===== config.mk =====
export PLATFORM = sky130hd
export DESIGN_NAME = instr_fetch_flat
export DESIGN_NICKNAME = d
export VERILOG_FILES = /design/src/rtl/instr_fetch_if.sv /design/src/rtl/instr_fetch.sv /design/src/flat_wrapper.sv
export SDC_FILE = /design/constraint.sdc
export NUM_CORES = 1
export LEC_CHECK = 0
export BUFFER_PORTS_ARGS = -buffer_cell sky130_fd_sc_hd__buf_4
export CELL_PAD_IN_SITES_DETAIL_PLACEMENT = 2
export CELL_PAD_IN_SITES_GLOBAL_PLACEMENT = 2
export CORE_MARGIN = 3
export CORE_UTILIZATION = 30
export CTS_CLUSTER_SIZE = 10
export DETAILED_ROUTE_END_ITERATION = 6
export GPL_TIMING_DRIVEN = 0
export PLACE_DENSITY_LB_ADDON = 0.1
export SLEW_MARGIN = 10
export SYNTH_ARGS = -nofsm -noshare
export SYNTH_HDL_FRONTEND = slang
export SYNTH_SLANG_ARGS = --single-unit

===== constraint.sdc =====
create_clock -name clk -period 4.6 [get_ports clk]
set_input_delay 0 -clock clk [delete_from_list [all_inputs] [get_ports clk]]
set_output_delay 0 -clock clk [all_outputs]
set_load 0.05 [all_outputs]

===== src/rtl/instr_fetch_if.sv =====
`default_nettype none
// +----------------------------------------------------------------------+
// | instr_fetch_if : instruction-memory request/response bundle          |
// | Rev 1.0                                                              |
// +----------------------------------------------------------------------+
interface instr_fetch_if;
  logic        imem_req;
  logic [31:0] imem_addr;
  logic        imem_ready;
  logic [31:0] imem_rdata;

  modport master (output imem_req, output imem_addr, input imem_ready, input imem_rdata);
  modport slave  (input imem_req, input imem_addr, output imem_ready, output imem_rdata);
endinterface
`default_nettype wire


===== src/rtl/instr_fetch.sv =====
`default_nettype none
// +----------------------------------------------------------------------+
// | instr_fetch : two-state fetch/execute front end with retire counter  |
// | Rev 1.0                                                              |
// +----------------------------------------------------------------------+
module instr_fetch #(
  parameter logic [31:0] RESET_PC = 32'h0000_0000
) (
  input  wire logic        clk,
  input  wire logic        rst,
  instr_fetch_if.master    imem,
  input  wire logic        stall,
  input  wire logic        resolve_valid,
  input  wire logic        branch,
  input  wire logic        jump,
  input  wire logic        zero,
  output logic [31:0]      ir,
  output logic [5:0]       op,
  output logic [31:0]      pc,
  output logic [31:0]      pc_plus4,
  output logic             ir_valid,
  output logic [31:0]      retired
);

  typedef enum logic [0:0] {
    S_FETCH = 1'b0,
    S_EXEC  = 1'b1
  } state_t;

  state_t      r_state;
  logic [31:0] r_fetch_pc;
  logic [31:0] r_pc;
  logic [31:0] r_ir;
  logic        r_ir_valid;
  logic        r_imem_req;
  logic [31:0] r_retired;

  logic [31:0] w_pc_plus4;
  logic [31:0] w_br_off;
  logic [31:0] w_next_pc;
  logic        w_retire;

  assign w_pc_plus4 = r_pc + 32'd4;
  assign w_br_off   = {{14{r_ir[15]}}, r_ir[15:0], 2'b00};
  assign w_retire   = (r_state == S_EXEC) && resolve_valid && !stall;

  // jump outranks a taken branch
  always_comb begin
    w_next_pc = w_pc_plus4;
    if (jump)
      w_next_pc = {w_pc_plus4[31:28], r_ir[25:0], 2'b00};
    else if (branch && zero)
      w_next_pc = w_pc_plus4 + w_br_off;
  end

  always_ff @(posedge clk) begin
    if (rst) begin
      r_state    <= S_FETCH;
      r_fetch_pc <= RESET_PC;
      r_pc       <= RESET_PC;
      r_ir       <= 32'h0;
      r_ir_valid <= 1'b0;
      r_imem_req <= 1'b1;
      r_retired  <= 32'h0;
    end else begin
      case (r_state)
        S_FETCH: begin
          if (imem.imem_ready) begin
            r_ir       <= imem.imem_rdata;
            r_pc       <= r_fetch_pc;
            r_ir_valid <= 1'b1;
            r_imem_req <= 1'b0;
            r_state    <= S_EXEC;
          end
        end
        S_EXEC: begin
          if (w_retire) begin
            r_fetch_pc <= w_next_pc;
            r_ir_valid <= 1'b0;
            r_imem_req <= 1'b1;
            r_retired  <= r_retired + 32'd1;
            r_state    <= S_FETCH;
          end
        end
        default: begin
          r_state    <= S_FETCH;
          r_imem_req <= 1'b1;
          r_ir_valid <= 1'b0;
        end
      endcase
    end
  end

  assign imem.imem_req  = r_imem_req;
  assign imem.imem_addr = {r_fetch_pc[31:2], 2'b00};
  assign ir             = r_ir;
  assign op             = r_ir[31:26];
  assign pc             = r_pc;
  assign pc_plus4       = w_pc_plus4;
  assign ir_valid       = r_ir_valid;
  assign retired        = r_retired;

endmodule
`default_nettype wire


===== src/flat_wrapper.sv =====
// flat-port wrapper written by rule: the top's interface ports become plain ports
module instr_fetch_flat 
#(
  parameter logic [31:0] RESET_PC = 32'h0000_0000
)
  (clk, rst, stall, resolve_valid, branch, jump, zero, ir, op, pc, pc_plus4, ir_valid, retired, imem_imem_req, imem_imem_addr, imem_imem_ready, imem_imem_rdata);
  instr_fetch_if imem_i ();
  input  wire logic clk;
  input  wire logic rst;
  input  wire logic stall;
  input  wire logic resolve_valid;
  input  wire logic branch;
  input  wire logic jump;
  input  wire logic zero;
  output logic [31:0] ir;
  output logic [5:0] op;
  output logic [31:0] pc;
  output logic [31:0] pc_plus4;
  output logic ir_valid;
  output logic [31:0] retired;
  output wire logic [$bits(imem_i.imem_req)-1:0] imem_imem_req;
  output wire logic [$bits(imem_i.imem_addr)-1:0] imem_imem_addr;
  input wire logic [$bits(imem_i.imem_ready)-1:0] imem_imem_ready;
  input wire logic [$bits(imem_i.imem_rdata)-1:0] imem_imem_rdata;
  assign imem_imem_req = imem_i.imem_req;
  assign imem_imem_addr = imem_i.imem_addr;
  assign imem_i.imem_ready = imem_imem_ready;
  assign imem_i.imem_rdata = imem_imem_rdata;
  instr_fetch #(.RESET_PC(RESET_PC)) u_core (.clk(clk), .rst(rst), .imem(imem_i), .stall(stall), .resolve_valid(resolve_valid), .branch(branch), .jump(jump), .zero(zero), .ir(ir), .op(op), .pc(pc), .pc_plus4(pc_plus4), .ir_valid(ir_valid), .retired(retired));
endmodule

* Word-level counts from Yosys, hierarchy flattened
Cells that the tools add are included.
Storage, ports and cells: word-level logic and storage cells 31, bits of input ports 40, output and inout bits 168, register bits after elaboration 131
Cells by class: add/subtract/negate cells 3, equality and inequality tests 2, bitwise operators 1, reduce and logical (&&, ||, !) cells 7, muxes and demuxes 11
Operator list (count):
- 32-bit two-way mux | 2
- 32-bit by 1-bit adder with 32-bit output (second input constant) | 1
- 32-bit by 3-bit adder with 32-bit output (second input constant) | 1
- 32-bit adder | 1
- 1-bit two-way mux | 6
- 1-bit one-hot mux with 2 select lines | 3
- 2-bit AND reduction | 3
- 2-bit inequality test (second input constant) | 2
- 1-bit logical AND | 3
- 1-bit zero test | 1
- 1-bit inverter | 1

* Depth between registers and ports, before layout
depth in word-level cells 4, gate-level depth with buffers 18, depth with buffers taken out 17

* Least setup slack after synthesis
OpenSTA, ideal clock, no wires.
kind reg2reg, start point register u_core.r_pc[11], in the netlist u_core.pc[11], end point register u_core.r_fetch_pc[31], period minus slack after synthesis 5.149 ns, setup time 0.122 ns, required time 4.478 ns, data arrival time 5.027 ns, setup slack -0.549 ns, buffers on the path 1, stages on the path, launching flop included 19, cells stage by stage dfxtp_1 > and4_1 > nand3_1 > or2_2 > nor2_1 > nand2_1 > xnor2_1 > ha_1 > buf_6 > a21o_1 > a21o_1 > a21o_1 > or3_4 > o31ai_4 > o2111ai_2 > a21oi_2 > xnor2_1 > a21oi_1 > a311o_1
Between the ends: cells in the longest elaborated chain, start to end 4
RTL lines:
- start, declared | line instr_fetch.sv:32 | logic [31:0] r_pc;
- start signal, assigned | line instr_fetch.sv:70 | r_pc <= r_fetch_pc;
- 32-bit by 3-bit adder with 32-bit output | line instr_fetch.sv:43 | assign w_pc_plus4 = r_pc + 32'd4;
- via pc_plus4[22] | line flat_wrapper.sv:18 | output logic [31:0] pc_plus4;
- 32-bit adder | line instr_fetch.sv:53 | w_next_pc = w_pc_plus4 + w_br_off;
- 32-bit two-way mux | line instr_fetch.sv:52 | else if (branch && zero)
- 32-bit two-way mux | line instr_fetch.sv:50 | if (jump)
- end signal, assigned | line instr_fetch.sv:78 | r_fetch_pc <= w_next_pc;
- end, declared | line instr_fetch.sv:31 | logic [31:0] r_fetch_pc;
The timed path passes the listed nets, and every way through them passes these cells. A chain may end at the register's enable or synchronous reset.

* Worst setup path in the final report
start point register u_core.r_pc[12], in the netlist u_core.pc[12], end point register u_core.r_fetch_pc[31]
Between the ends: cells in the longest elaborated chain, start to end 4
RTL lines (line):
- 32-bit by 3-bit adder with 32-bit output * | instr_fetch.sv:43
- 32-bit adder | instr_fetch.sv:53
- 32-bit two-way mux | instr_fetch.sv:52
- 32-bit two-way mux * | instr_fetch.sv:50
Mark *: on every way between the ends. The rest lies on a longest branch, timed or not.

==> reports/qor.txt <==
slowest stage delay, CP: 410 ps
Ant. Diodes: 0
IO Pins: 208
Top Family by Delay on Critical Path: compound AO/OA/AOI/OAI gates
Setup violations, final: 0
CTS tree: built
Crit. End Element: flop
area of the die: 27000 um2
total of max-cap violations: 0
vias per inst: 5.18
GRT Util Overall: 0.243
worst reg2reg path depth: 17
Critical Path Source Type: flop
hold_sp: rst
H-tree lvl count: 4
clock-pin slew on the worst setup and hold paths: 70 ps
Design Area, Final: 10600 um2
Critical R2R Capture: u_core.r_fetch_pc[31]$_SDFFE_PP0P_
WL final: 33200 um
Die X: 164 um
Slowest-stage cell, CP: dfxtp_4
Crit Path Max Fanout: 7
layout cell share with drive strength beyond 1: 0.257
detailed-router iteration count before antenna repair: 5
Leakage: 0.00466 uW
crit-path cells: and4_1 > nand3_1 > or2_2 > nor2_4 > nand4_1 > xnor2_2 > ha_1 > a21o_1 > a21o_1 > a21o_1 > or3_4 > o31ai_4 > o2111ai_2 > a21oi_2 > xnor2_2 > a21oi_1 > a311o_1
Hold Path Stages: 3
Initial Util: 0.308
Worst-Margin Slew: 1160 ps
CTS Buf Count: 17
Clock Latency Late Sink: 430 ps
antenna violations before repair: 0
Final Hold Fails: 0
Area Growth Syn to Fin: 40.2%
Max Transition Viols Final: 0
Rel. slew slack: 0.222
worst r2r src: u_core.pc[12]$_SDFFE_PP0P_
pwr dens: 286 nW/um2
Final Skew: 13.0 ps
RD Place Congestion: 0.829
core box area: 24500 um2
Die Ht: 164 um
dpl hpwl: 24200 um
Hold WC Path Type: input port to flop
Final nets: 1313
max frequency: 226 MHz
Max VDD drop: 0.196 mV
Root Buffer: clkbuf_16
DR vias: 8136
Worst Path Arrival: 4740 ps
# port buffers: 204
Mapped Area: 7530 um2
#FFs+latches synth: 131
synth unique cells: 61
average cell area after synthesis: 7.72 um2
residual DRC count: 0
Post-synth ARST share: 0
Max clock buf depth: 2
fin crit share: 0.961
Initial DRC Count: 418
Synth Flop Type: dfxtp_1
register area share after synthesis: 0.348
Crit. Startpoint: u_core.pc[12]$_SDFFE_PP0P_
Sink Count: 131
Post-synth EDFFs: 0
row count: 57
GRT overflow: 0
Syn Inst Count: 975
first-pass GRT wire length: 50300 um
Area after DPL: 9540 um2
most numerous cell on the critical path: a21o_1
crit path buf inv count: 0
Post-DRT Antenna Nets: 0
Hold Path Sink: u_core.r_fetch_pc[22]$_SDFFE_PP0P_
Final min period: 4420 ps
detailed-route wire length per cell: 21.1 um
Reg2Reg Setup Slack: 180 ps
largest net degree at the start of global routing: 24
WP data required: 4910 ps
WS Path Type: flop to flop
synth warn: 0
final core utilization: 0.431
status: finished clean
Hold Slack: 154 ps
Fill cells: 2799
vias in the first global route: 8553
==> report_power, final <==
part           switching [uW]  total [uW]  leakage [uW]  internal [uW]
Sequential               37.9        1200       0.00107           1160
Combinational             299         448       0.00331            148
Clock                     647        1370      0.000283            725
Total                     985        3020       0.00466           2030
==> logic make-up (layout without fill, tap and decap cells) <==
group	Yosys count	after routing	share of synthesized area
AO/OA/AOI/OAI	226	226	0.188
XOR/XNOR	79	79	0.0919
flip-flops	131	131	0.348
multiplexers	4	4	0.00549
AND/OR/NAND/NOR	401	401	0.233
adder cells (fa/ha/maj)	38	38	0.0642
buffers and inverters	95	367	0.0683
other	1	2	0.000498
==> tightest hold or removal path, delay by kind of cell <==
| family | cells | cell delay (ps) |
|---|---|---|
| buffers and inverters | 1 | 210 |
| AND/OR/NAND/NOR | 1 | 230 |
| AO/OA/AOI/OAI | 1 | 90 |
==> cell type report <==
type,instances,area (um2),area share
Sequential cell,131,2630,0.250
Clock inverter,15,160,0.0152
Timing Repair Buffer,240,1890,0.179
Clock buffer,17,425,0.0403
Buffer,86,480,0.0455
Tap cell,324,405,0.0384
Inverter,9,33.8,0.00320
Multi-Input combinational cell,750,4530,0.429
==> cells in the mapped netlist (15+ instances only) <==
library cell | count | area share
nor2_1 | 89 | 0.044
ha_1 | 37 | 0.062
and3_1 | 15 | 0.012
nand3_1 | 37 | 0.025
xnor2_1 | 38 | 0.044
buf_4 | 40 | 0.040
a21o_1 | 16 | 0.016
o21ai_0 | 22 | 0.015
clkbuf_1 | 39 | 0.019
xor2_1 | 41 | 0.048
a21oi_1 | 117 | 0.078
nand2_1 | 203 | 0.10
dfxtp_1 | 131 | 0.35
o211ai_1 | 17 | 0.017
==> timing repair <==
item | CTS | global route
pin swaps | 0 | 1
hold endpoints to repair | 34 | 0
hold buffers | 34 | 0
buffers inserted | 0 | 2
endpoints found under the setup margin | 1 | 2
gates resized for setup | 2 | 15
==> placed cells by master (no fill, tap or decap), types with 22 or more instances in the layout <==
cell           count
dlygate4sd3_1     34
nand2_1          202
xor2_1            39
o21ai_0           22
nor2_1            86
dfxtp_1          124
buf_4            246
clkbuf_1          39
xnor2_1           29
nand3_1           37
a21oi_1          116
ha_1              36
==> sequential cells by signal (all words and copies together) (netlist names) <==
signal / cells
u_core.retired: 32
u_core.imem.imem_req: 1
u_core.r_state: 1
u_core.ir_valid: 1
u_core.pc: 32
u_core.ir: 32
u_core.r_fetch_pc: 32
==> worst max-delay path by stage <==
stage / endpoint / slack [ps] / cells after the start
after floorplan: u_core.r_fetch_pc[31]$_SDFFE_PP0P_ / 40 / 15
after global routing: u_core.r_fetch_pc[31]$_SDFFE_PP0P_ / -30 / 16
after global placement: u_core.r_fetch_pc[31]$_SDFFE_PP0P_ / 60 / 16
after CTS: u_core.r_fetch_pc[31]$_SDFFE_PP0P_ / 4 / 17
after detailed placement: u_core.r_fetch_pc[31]$_SDFFE_PP0P_ / 20 / 16
final: u_core.r_fetch_pc[31]$_SDFFE_PP0P_ / 180 / 17
==> metal layers <==
layer / wire [um] / track usage
met1: 15100 / 0.322
met5: 0 / 0
met4: 594 / 0.0610
met2: 16100 / 0.414
met3: 1370 / 0.0396
==> through the flow <==
step,setup slack [ps],total power [uW],cells,TNS [ps]
2_1_floorplan,43.4,1480,976,0
3_3_place_gp,60.4,1640,1504,0
3_5_place_dp,16.7,1640,1504,0
4_1_cts,4.22,3040,1570,0
5_1_grt,-30.1,3130,1572,-30.1
6_report,179,3020,1572,0
Note: power is estimated with default switching activity, not from simulation.
